--- config.mk ---
export PLATFORM = sky130hd
export DESIGN_NAME = id_ex_stage
export DESIGN_NICKNAME = d
export VERILOG_FILES = /design/src/rtl/id_ex_stage.sv
export SDC_FILE = /design/constraint.sdc
export NUM_CORES = 1
export LEC_CHECK = 0
export CORE_MARGIN = 1
export CORE_UTILIZATION = 39
export DETAILED_ROUTE_END_ITERATION = 8
export GPL_ROUTABILITY_DRIVEN = 0
export GPL_TIMING_DRIVEN = 0
export PLACE_DENSITY = 0.78
export SYNTH_ARGS = -nofsm -noshare
export SYNTH_HDL_FRONTEND = slang
export SYNTH_SLANG_ARGS = --single-unit
--- constraint.sdc ---
create_clock -name clk -period 4.21 [get_ports clk]
set_clock_uncertainty 0.2 [all_clocks]
set_input_delay 0.6315 -clock clk [delete_from_list [all_inputs] [get_ports clk]]
set_output_delay 0.6315 -clock clk [all_outputs]
set_load 0.02 [all_outputs]
--- src/rtl/id_ex_stage.sv ---
// ID/EX pipeline register with load-use hazard detection, bubble injection,
// flush/hold priority handling and a saturating count of injected bubbles.
module id_ex_stage (
    input  logic        clk,
    input  logic        rst,
    input  logic [2:0]  EX_in,
    input  logic [2:0]  M_in,
    input  logic [1:0]  WB_in,
    input  logic [31:0] pc4_in,
    input  logic [31:0] rd1_in,
    input  logic [31:0] rd2_in,
    input  logic [31:0] imm_in,
    input  logic [4:0]  rs_in,
    input  logic [4:0]  rt_in,
    input  logic [4:0]  rd_in,
    input  logic        flush,
    input  logic        hold,
    output logic [2:0]  EX_out,
    output logic [2:0]  M_out,
    output logic [1:0]  WB_out,
    output logic [31:0] pc4_out,
    output logic [31:0] rd1_out,
    output logic [31:0] rd2_out,
    output logic [31:0] imm_out,
    output logic [4:0]  rs_out,
    output logic [4:0]  rt_out,
    output logic [4:0]  rd_out,
    output logic        valid_out,
    output logic        stall,
    output logic [15:0] bubble_cnt
);

    typedef enum logic [1:0] {
        UPD_LOAD   = 2'd0,
        UPD_BUBBLE = 2'd1,
        UPD_FLUSH  = 2'd2,
        UPD_HOLD   = 2'd3
    } upd_t;

    logic [2:0]  ex_r, m_r;
    logic [1:0]  wb_r;
    logic [31:0] pc4_r, rd1_r, rd2_r, imm_r;
    logic [4:0]  rs_r, rt_r, rd_r;
    logic        valid_r;
    logic [15:0] bubble_cnt_r;
    logic        stall_s;
    upd_t        mode_s;

    function automatic logic [15:0] sat_inc(input logic [15:0] v);
        sat_inc = (v == 16'hFFFF) ? v : v + 16'd1;
    endfunction

    // Load-use hazard: a valid load in EX whose target is read by the ID instruction
    always_comb begin
        stall_s = 1'b0;
        if (valid_r && m_r[1] && (rt_r != 5'd0) &&
            ((rt_r == rs_in) || (rt_r == rt_in)) && !hold && !flush) begin
            stall_s = 1'b1;
        end else begin
            stall_s = 1'b0;
        end
    end

    // Update selection: flush beats hold, hold beats the hazard bubble
    always_comb begin
        mode_s = UPD_LOAD;
        if (flush) begin
            mode_s = UPD_FLUSH;
        end else if (hold) begin
            mode_s = UPD_HOLD;
        end else if (stall_s) begin
            mode_s = UPD_BUBBLE;
        end else begin
            mode_s = UPD_LOAD;
        end
    end

    // Control bundles, valid flag and bubble counter
    always_ff @(posedge clk) begin
        if (rst) begin
            ex_r         <= 3'd0;
            m_r          <= 3'd0;
            wb_r         <= 2'd0;
            valid_r      <= 1'b0;
            bubble_cnt_r <= 16'd0;
        end else begin
            case (mode_s)
                UPD_LOAD: begin
                    ex_r    <= EX_in;
                    m_r     <= M_in;
                    wb_r    <= WB_in;
                    valid_r <= 1'b1;
                end
                UPD_BUBBLE: begin
                    ex_r         <= 3'd0;
                    m_r          <= 3'd0;
                    wb_r         <= 2'd0;
                    valid_r      <= 1'b0;
                    bubble_cnt_r <= sat_inc(bubble_cnt_r);
                end
                UPD_FLUSH: begin
                    ex_r    <= 3'd0;
                    m_r     <= 3'd0;
                    wb_r    <= 2'd0;
                    valid_r <= 1'b0;
                end
                UPD_HOLD: begin
                    ex_r    <= ex_r;
                    m_r     <= m_r;
                    wb_r    <= wb_r;
                    valid_r <= valid_r;
                end
                default: begin
                    ex_r    <= 3'd0;
                    m_r     <= 3'd0;
                    wb_r    <= 2'd0;
                    valid_r <= 1'b0;
                end
            endcase
        end
    end

    // Operands and specifiers load on every non-hold edge, even into a bubble
    always_ff @(posedge clk) begin
        if (rst) begin
            pc4_r <= 32'd0;
            rd1_r <= 32'd0;
            rd2_r <= 32'd0;
            imm_r <= 32'd0;
            rs_r  <= 5'd0;
            rt_r  <= 5'd0;
            rd_r  <= 5'd0;
        end else if (mode_s != UPD_HOLD) begin
            pc4_r <= pc4_in;
            rd1_r <= rd1_in;
            rd2_r <= rd2_in;
            imm_r <= imm_in;
            rs_r  <= rs_in;
            rt_r  <= rt_in;
            rd_r  <= rd_in;
        end else begin
            pc4_r <= pc4_r;
            rd1_r <= rd1_r;
            rd2_r <= rd2_r;
            imm_r <= imm_r;
            rs_r  <= rs_r;
            rt_r  <= rt_r;
            rd_r  <= rd_r;
        end
    end

    assign EX_out     = ex_r;
    assign M_out      = m_r;
    assign WB_out     = wb_r;
    assign pc4_out    = pc4_r;
    assign rd1_out    = rd1_r;
    assign rd2_out    = rd2_r;
    assign imm_out    = imm_r;
    assign rs_out     = rs_r;
    assign rt_out     = rt_r;
    assign rd_out     = rd_r;
    assign valid_out  = valid_r;
    assign stall      = stall_s;
    assign bubble_cnt = bubble_cnt_r;

endmodule

== After elaboration in Yosys (flattened, before gate mapping) ==
Index checks and enable logic that the tools add are counted.
Word-level totals
  register bits: 168
  bits in latches: 0
  bits in writable memories: 0
  bits in read-only memories: 0
  bits of input ports: 155
  output and inout bits: 169
  word-level logic and storage cells: 41
  memories kept: 0
Operators by class
  add/sub/neg operators: 1
  $mul: 0
  divide/modulo/power cells: 0
  $lt $le $gt $ge: 0
  eq/ne operators: 7
  shift operators: 0
  muxes and demuxes: 8
  bitwise logic cells: 1
  reductions and logical operators: 12
Operators with widths (number)
  adder 16 x 1 -> 16 bit (second input constant): 1
  == test 16 bit (second input constant): 1
  one-hot mux 3 bit (2 select lines): 2
  == test 5 bit: 2
  logical AND 1 bit: 5
  nonzero test 5 bit: 1
  == test 2 bit (second input constant): 2
  2-to-1 mux 2 bit: 2
  one-hot mux 2 bit (2 select lines): 1
  == test 2 x 1 -> 1 bit (second input constant): 1
  logical NOT 1 bit: 2
  logical NOT 2 bit: 1
  2-to-1 mux 1 bit: 2
  != test 2 bit (second input constant): 1
  one-hot mux 1 bit (2 select lines): 1
  AND reduction 2 bit: 1
  OR reduction 2 bit: 1
  logical OR 1 bit: 1
  NOT 1 bit: 1

== Logic depth before layout (Yosys ltp) ==
Gate-level depths: netlist (run 1).
  word-level depth: 12
  mapped depth: 11
  mapped depth without buffers: 9

== Worst setup path before layout (run 1) ==
Ideal clock, no wire load.
  path kind: in2reg
  from: input port flush
  to: register bubble_cnt_r[13] (netlist: bubble_cnt[13])
  setup time: 0.070 ns
  arrival: 2.879 ns
  data required time: 3.940 ns
  slack: 1.061 ns
  cell stages on the path: 11
  path buffers: 4
  cells stage by stage: nand2b_1 -> clkbuf_1 -> clkbuf_1 -> clkbuf_1 -> o21ai_0 -> ha_1 -> and3_1 -> or3b_1 -> buf_2 -> or4_1 -> a21oi_1
On the way
  longest elaborated chain between the ends: 8
RTL lines
  start, declared: line 16  | input logic flush,
  logical NOT 1 bit: line 57  | ((rt_r == rs_in) || (rt_r == rt_in)) && !hold && !flush) begin
  logical AND 1 bit: line 57
  2-to-1 mux 1 bit: line 56  | if (valid_r && m_r[1] && (rt_r != 5'd0) &&
  2-to-1 mux 1 bit: line 71  | end else if (stall_s) begin
  2-to-1 mux 2 bit: line 69  | end else if (hold) begin
  2-to-1 mux 2 bit (*): line 67  | if (flush) begin
  == test 2 x 1 -> 1 bit (*): line 87  | case (mode_s)
  AND reduction 2 bit (no line) (*)
  end signal, assigned: line 99  | bubble_cnt_r <= sat_inc(bubble_cnt_r);
  end, declared: line 45  | logic [15:0] bubble_cnt_r;
Every way passes the cells marked *; elsewhere a longest branch is shown, timed or not.
A chain may end at the register's enable or synchronous reset.

== Final worst setup path (run 1) ==
  from: input port flush
  to: register bubble_cnt_r[11] (netlist: bubble_cnt[11])
Same word-level chain as after synthesis.

==> run summary, run 1 <==
The type of origin of the critical path is a primary input. The layout filler cell count is 1293. Based on the critical path, the design can be clocked at up to 0.256 GHz. The CTS H-tree depth is 4.

The initial cell density of the core came out at 0.400. The synthesized instance count is 774. Dividing the detail-routed via count by the number of cells gives about 4.8.

The quantity of hold-fixing buffers added after cts came out at 0. The static power due to leakage came out at 3.91 nW. Summing every instance area after synthesis gives 6110 µm². The maximum number of pins on one net before global-route repair is 17.

The first global-routing pass estimated 31300 µm of wire. For this run, the detailed router's first-pass iteration total came to 5. The number of nets in the final layout came out at between 1000 and 1500. The worst register-to-register path has a setup slack of 1.21 ns. The number of buffers and inverters on the critical path is 5. The worst relative slew slack came out at 0.551. The number of pins with negative max-slew slack in the final report came out at 0. The type of the worst min-delay path is flop to flop. Among cell families on the critical path, the largest total delay comes from buffers and inverters.

TritonCTS built the clock tree. The type of destination of the critical path is a flop. Across the run, the number of max-cap violations was 0. The mean routed wirelength per cell is roughly 15 µm.

The library cell with the largest summed area after synthesis is sky130_fd_sc_hd__dfxtp_1. For the worst-skew pair, the clock arrives at the later sink with an insertion delay of between 0.4 and 0.5 ns. Of the cells placed in the final design, the portion with a size suffix greater than 1 is 0.0310. The number of synthesized flops with an enable pin came out at 0. Buffers placed on the I/O ports in this run total around 320. The placement-stage cell area is approximately 9600 µm². The number of standard-cell rows in the floorplan came out at 45. Detailed placement ended at an HPWL of between 15000 and 20000 µm.

Detailed routing inserted a total of approximately 6400 vias. The post-cts gate resize count is 0. The most frequent cell on the critical path is sky130_fd_sc_hd__clkbuf_1. The number of nets in the synthesized netlist is about 930.

The detailed router finished its first iteration with about 370 violations. The floorplan die width is between 100 and 150 µm. The number of antenna violations at the first check in global routing came to 0. The number of antenna cells inserted came out at 0. The top-level I/O count is ~320. The buffer levels on the longest clock path came out at 2. The final number of hold-violating endpoints came out at 0. The register clock-pin slew on the reported worst setup and hold paths is roughly 0.07 ns. The average size of a mapped cell is around 8 µm². The die covers roughly 16000 µm². TritonCTS created 17 clock buffers. Global routing finished with a remaining overflow of 0.

Counting every sink on the clock net gives 168. The design draws roughly 4 mW. The count of state elements after synthesis came out at around 170. The transition at the pin with the smallest max-transition slack came out at ~0.67 ns. The number of global-route vias before repair came out at roughly 6000. The power density over cell area is ~390 nW/µm². Dividing the final minimum period by the clock period gives 0.927. Traced cell by cell, the critical path runs through clkdlybuf4s50_1 > nand2b_1 > clkbuf_1 > clkbuf_1 > clkbuf_1 > o21ai_0 > ha_1 > and3_1 > or3b_1 > buf_2 > nor2_1 > o221a_2. Subtracting the final worst setup slack from the clock period gives ~3.9 ns.

The worst path required time is around 4.3 ns. On the worst path, the slowest cell contributes a delay of approximately 0.57 ns. The largest vdd supply drop is 267 µV.

The top-area cell type share of the netlist area is 0.551. The distinct cell type count of the synthesized netlist is 32. The summed area of non-filler cells in the final layout is just over 10000 µm². Of all nets on the critical path, the largest fanout is 10. The most used flip-flop cell after synthesis is sky130_fd_sc_hd__dfxtp_1. The warning count from the yosys run came out at 0. In the global route stage, overall resource usage came out at 0.251.

The critical path is of the primary input to flop type. The endpoint arrival time on the critical path is 4.02 ns. The flow ran to the end, and the final reports show no timing, DRC or antenna violations. The share of the Yosys chip area taken by registers is 0.551.

The most common cell after layout, fill and taps aside is sky130_fd_sc_hd__clkdlybuf4s50_1. In the post-synthesis netlist, the biggest area contributors are sky130_fd_sc_hd__dfxtp_1 (55%), sky130_fd_sc_hd__nand2_1 (19%), sky130_fd_sc_hd__a21oi_1 (13%), sky130_fd_sc_hd__clkbuf_1 (3.3%), sky130_fd_sc_hd__xor2_1 (1.4%). The area of the placeable core is ~15000 µm². The count of nets left with antenna violations once routing finished came out at 0.

Setup repair after global routing left no endpoint under its margin. The final setup violation count is 0. The vertical die dimension came out at about 130 µm. The total wire length is 20600 µm.

The slowest cell on the critical path is sky130_fd_sc_hd__clkbuf_1. The share of synthesized registers carrying an async set or reset is 0. The final routed DRC violation total came out at 0. Compared with the post-synthesis result, the final layout area differs by 67.2%. The number of setup buffers added after CTS is 0. The root buffer cell is sky130_fd_sc_hd__clkbuf_16. In the layout the commonest cells are sky130_fd_sc_hd__clkdlybuf4s50_1 (322), sky130_fd_sc_hd__nand2_1 (301), sky130_fd_sc_hd__dfxtp_1 (168), sky130_fd_sc_hd__a21oi_1 (162), sky130_fd_sc_hd__clkbuf_1 (56).
## synthesized netlist by cell type (all sizes together) (2+ instances only)
master	n
or4	5
nand4	5
clkbuf	54
nand2	301
nor4	3
nor2b	3
nand3	11
o31ai	6
o21ai	5
a21oi	162
dfxtp	168
nand2b	3
a211oi	2
xor2	10
inv	4
or3	7
ha	2
nor3	4
nor2	8
## registers in the layout, indices dropped and copies added, names as in the netlist, 2 cells and up
signal,count
rd1_out,32
bubble_cnt,16
M_out,3
rd2_out,32
pc4_out,32
EX_out,3
rd_out,5
rs_out,5
rt_out,5
imm_out,32
WB_out,2
## area by class of cell
class | instances | area [µm²] | area share
multi-input cells | 547 | 2520 | 0.247
flip-flops and latches | 168 | 3360 | 0.329
inverters | 4 | 15.0 | 0.00147
plain buffers | 55 | 208 | 0.0203
well taps | 211 | 264 | 0.0259
clock inverters | 10 | 141 | 0.0138
repair buffers | 322 | 3220 | 0.316
clock buffers | 22 | 474 | 0.0465
## cells by family (layout without fill, tap and decap cells)
logic type                 after synthesis  in the layout  synth area share
AOI/OAI and AO/OA                      181            181             0.155
xor gates and xnor gates                10             10            0.0143
adders and majority gates                2              2           0.00410
buffers and inverters                   59            413            0.0365
DFF                                    168            168             0.551
muxes                                    2              2           0.00348
and+or+nand+nor                        352            352             0.236
## power by group
group | switching [mW] | internal [mW]
registers | 0.0480 | 1.68
logic | 0.321 | 0.335
clock network | 0.645 | 0.984
## metrics by stage
| step | hold slack (ns) | setup TNS, ns | setup slack [ns] | instances | utilization |
|---|---|---|---|---|---|
| 6_report | 0.249 | 0 | 0.308 | 1339 | 0.669 |
| 5_1_grt | 0.260 | 0 | 0.0412 | 1339 | 0.669 |
| 4_1_cts | 0.251 | 0 | 0.227 | 1339 | 0.669 |
| 3_5_place_dp | 0.243 | -0.909 | -0.241 | 1307 | 0.629 |
| 3_3_place_gp | 0.237 | -0.251 | -0.123 | 1307 | 0.629 |
| 2_1_floorplan | 0.330 | 0 | 1.06 | 774 | - |
## routing by layer
metal / share of wire / vias up / wire [µm] / global-route usage
li1: - / 3235 / - / -
met1: 0.40 / 2935 / 8290 / 0.282
met2: 0.51 / 230 / 10400 / 0.441
met3: 0.068 / 32 / 1390 / 0.0775
met4: 0.026 / 0 / 527 / 0.101
met5: 0 / - / 0 / 0
## tightest hold or removal path, stage by stage, from the launching register on
cell and delay (ns):
sky130_fd_sc_hd__dfxtp_1 0.31, sky130_fd_sc_hd__nand2_1 0.05, sky130_fd_sc_hd__a21oi_1 0.05
## final timing paths
path / start / end / cells past startpoint
worst max-delay path: flush / bubble_cnt[11] / 12
worst min-delay path: rd1_out[13] / rd1_out[13] / 2
worst max register to register: rt_out[2] / bubble_cnt[13] / 10
worst min register to register: rd1_out[13] / rd1_out[13] / 2
(Power assumes the default switching activity.)
==> run 2: changes to the inputs <==
- CTS_CLUSTER_SIZE: unset -> 8
- PLACE_DENSITY: 0.78 -> 0.8
==> run 2 against run 1 <==
Net effect:
- non-clock buffer count unchanged
- via count increased by 0.98%
- final cell count unchanged
- largest power group unchanged
- critical path depth unchanged
- maximum frequency increased by 3.8%
- register-to-register slack about the same
- clock power decreased by 4%
- die area unchanged
- first-iteration DRC count decreased by 36%
- setup slack improved by 0.14 ns
- count of clock-buffer cells in the layout increased by 4
- total power decreased by 1.9%
==> run summary, run 2 (synthesized netlist as in run 1, its figures left out) <==
Run status: complete, no violations (unchanged). The maximum number of pins on one net before global-route repair is 17 (unchanged). The final cell count without fillers came out at 1339 (unchanged).

The total number of clock tree sinks came out at 168 (unchanged). The terminus of the critical flop-to-flop path is bubble_cnt[13] (unchanged). The number of search-and-repair iterations in the first detailed-routing pass came to 4 (was 5). The TritonCTS clock tree is yes (unchanged). The vertical die dimension is 127 µm (unchanged). The minimum clock period after layout came to 3.76 ns (was 3.90 ns). The initial cell density of the core came out at 0.400 (unchanged).

The placement-stage cell area is 9590 µm² (unchanged). The CTS H-tree depth is 4 (unchanged). The vias after detailed routing came out at 6495 (was 6432).

The pre-CTS worst setup slack is -0.246 ns (was -0.241 ns). The final number of hold-violating endpoints is 0 (unchanged). The worst path required time came out at 4.36 ns (was 4.33 ns). The number of antenna cells inserted is 0 (unchanged).

The final sum of negative setup slack came out at 0 ns (unchanged). The floorplan die width is 127 µm (unchanged). The summed area of non-filler cells in the final layout came to 10200 µm² (about the same). The buffer levels on the longest clock path was 2 (unchanged). The number of global-route vias before repair came out at 6215 (was 6091).

The type of origin of the critical path is a primary input (unchanged). The proportion of power drawn by the clock network is 0.395 (was 0.406). The source of the worst hold timing path is rd2_out[8] (was rd1_out[13]). The final setup violation count was 0 (unchanged). The type of destination of the critical path is a flop (unchanged). The remaining antenna violation count after routing is 0 (unchanged). The top-level I/O count came out at 324 (unchanged).

The share of post-route cells with drive strength above 1 is 0.0293 (was 0.0310). The endpoint arrival time on the critical path came out at 3.91 ns (was 4.02 ns). The total wire length is 20000 µm (was 20600 µm). The number of DRC markers in iteration 0 is 238 (was 369). The share of the clock period used by the worst path came out at 0.893 (was 0.927). The sink of the worst hold path was rd2_out[8] (was rd1_out[13]). The number of standard-cell rows in the floorplan came out at 45 (unchanged). Unrepaired setup endpoints after global routing: no (unchanged).

The final routed DRC violation total is 0 (unchanged). The worst setup slack for register-to-register paths came out at 1.22 ns (was 1.21 ns). The sequential cell fraction of total power is 0.439 (was 0.431).

The total track usage is 0.247 (was 0.251). The number of vias per cell after detailed routing came out at 4.85 (was 4.80). The largest vdd supply drop came out at 255 µV (was 267 µV). The clock latency reported for the late side of the worst-skew pair came out at 0.42 ns (about the same). The net switching power came to 984 µW (was 1.01 mW).

Most frequent cells in the layout: sky130_fd_sc_hd__clkdlybuf4s50_1 (322), sky130_fd_sc_hd__nand2_1 (301), sky130_fd_sc_hd__dfxtp_1 (168), sky130_fd_sc_hd__a21oi_1 (162), sky130_fd_sc_hd__clkbuf_1 (58) (was sky130_fd_sc_hd__clkdlybuf4s50_1 (322), sky130_fd_sc_hd__nand2_1 (301), sky130_fd_sc_hd__dfxtp_1 (168), sky130_fd_sc_hd__a21oi_1 (162), sky130_fd_sc_hd__clkbuf_1 (56)). The worst setup margin came to 0.449 ns (was 0.308 ns). The category of the most critical setup path is primary input to flop (unchanged). The cell internal power dissipation came out at 2.95 mW (was 3.00 mW). The reported max-cap violation count was 0 (unchanged). The worst relative slew slack is 0.550 (was 0.551). The instance count after placement with tap cells included came out at 1307 (unchanged).

The area of the placeable core is 15300 µm² (unchanged). The type of the worst min-delay path is flop to flop (unchanged). The number of antenna violations at the first check in global routing came to 0 (unchanged). The number of cells on the worst reg-to-reg path came out at 10 (unchanged). The number of pins with negative max-slew slack in the final report is 0 (unchanged). The share of total power in combinational logic is 0.166 (was 0.163). The number of setup buffers added after CTS is 0 (unchanged). The switching part of the total power came out at 0.250 (was 0.253).

The wire length of the first global-routing pass is 31100 µm (was 31300 µm). The number of buffers created by CTS is 17 (unchanged). The number of nets in the final layout is 1272 (unchanged). The overall overflow remaining after global route came out at 0 (unchanged).

The area of the die came out at 16200 µm² (unchanged). The area growth from synthesis to final layout is 66.8% (was 67.2%). The static power due to leakage came out at 3.89 nW (was 3.91 nW).

The count of buffers from port buffering is 322 (unchanged). The power density over cell area was 387 nW/µm² (was 393 nW/µm²). The total power came to 3.94 mW (was 4.01 mW). The number of stages on the worst hold path came out at 2 (unchanged). The mean routed wirelength per cell came out at 14.9 µm (was 15.4 µm). The most common cell after layout, fill and taps aside is sky130_fd_sc_hd__clkdlybuf4s50_1 (unchanged). The HPWL after detailed placement came out at 15100 µm (about the same).

The root buffer cell was sky130_fd_sc_hd__clkbuf_16 (unchanged). The launch point of the worst reg-to-reg path is rt_out[2] (unchanged). The register clock-pin slew on the reported worst setup and hold paths is 0.06 ns (was 0.07 ns).

The transition at the pin with the smallest max-transition slack came out at 0.675 ns (was 0.667 ns). The largest fanout of any net on the critical path was 10 (unchanged). The highest attainable clock frequency is 0.266 GHz (was 0.256 GHz).
[run 2: through the flow]
| stage | utilization | hold slack, ns |
|---|---|---|
| final | 0.667 | 0.249 |
| after CTS | 0.667 | 0.251 |
| after global routing | 0.667 | 0.264 |
| after floorplan | - | 0.330 |
| after global placement | 0.629 | 0.237 |
| after detailed placement | 0.629 | 0.243 |
[run 2: what timing repair did]
| action | CTS | global route |
|---|---|---|
| endpoints found under the setup margin | 0 | 1 |
| hold buffers | 0 | 0 |
| gates resized for setup | 0 | 2 |
[run 2: layout make-up]
cell class                 instances  area (µm²)
buffer                            55         209
clock inverter                     6        88.8
inverter                           4        15.0
multi-input combinational        547        2520
tap                              211         264
clock buffer                      26         499
timing repair buffer             322        3220
sequential                       168        3360
fill                            1258        5080
[run 2: critical path: stages]
cell	delay, ns
sky130_fd_sc_hd__clkdlybuf4s50_1	0.44
sky130_fd_sc_hd__nand2b_1	0.15
sky130_fd_sc_hd__clkbuf_1	0.24
sky130_fd_sc_hd__clkbuf_2	0.34
sky130_fd_sc_hd__clkbuf_1	0.33
sky130_fd_sc_hd__o21ai_0	0.16
sky130_fd_sc_hd__ha_1	0.23
sky130_fd_sc_hd__and3_1	0.24
sky130_fd_sc_hd__or3b_1	0.35
sky130_fd_sc_hd__buf_2	0.18
sky130_fd_sc_hd__or4_1	0.47
sky130_fd_sc_hd__a21oi_1	0.14
[run 2: worst max path at each step]
stage,startpoint,end,slack [ns],cells after the start
6_report,flush,bubble_cnt[13],0.45,12
5_1_grt,flush,bubble_cnt[11],0.25,12
4_1_cts,flush,bubble_cnt[11],0.20,12
3_5_place_dp,flush,bubble_cnt[11],-0.25,12
3_3_place_gp,flush,bubble_cnt[11],-0.20,12
2_1_floorplan,flush,bubble_cnt[13],1.06,11
[run 2: layer usage]
| layer | track usage | up-vias | wire length, µm |
|---|---|---|---|
| met5 | 0 | - | 0 |
| met4 | 0.0910 | 0 | 470 |
| met3 | 0.0992 | 34 | 1780 |
| met2 | 0.426 | 240 | 9850 |
| met1 | 0.272 | 2990 | 7870 |
| li1 | - | 3231 | - |
[run 2: power by group through the flow]
stage | registers [mW] | logic [mW] | clock network, mW
global route | 1.74 | 0.702 | 1.65
detailed placement | 1.76 | 0.653 | 0
floorplan | 1.87 | 0.162 | 0
finish | 1.73 | 0.653 | 1.56
global placement | 1.76 | 0.648 | 0
CTS | 1.73 | 0.658 | 1.57
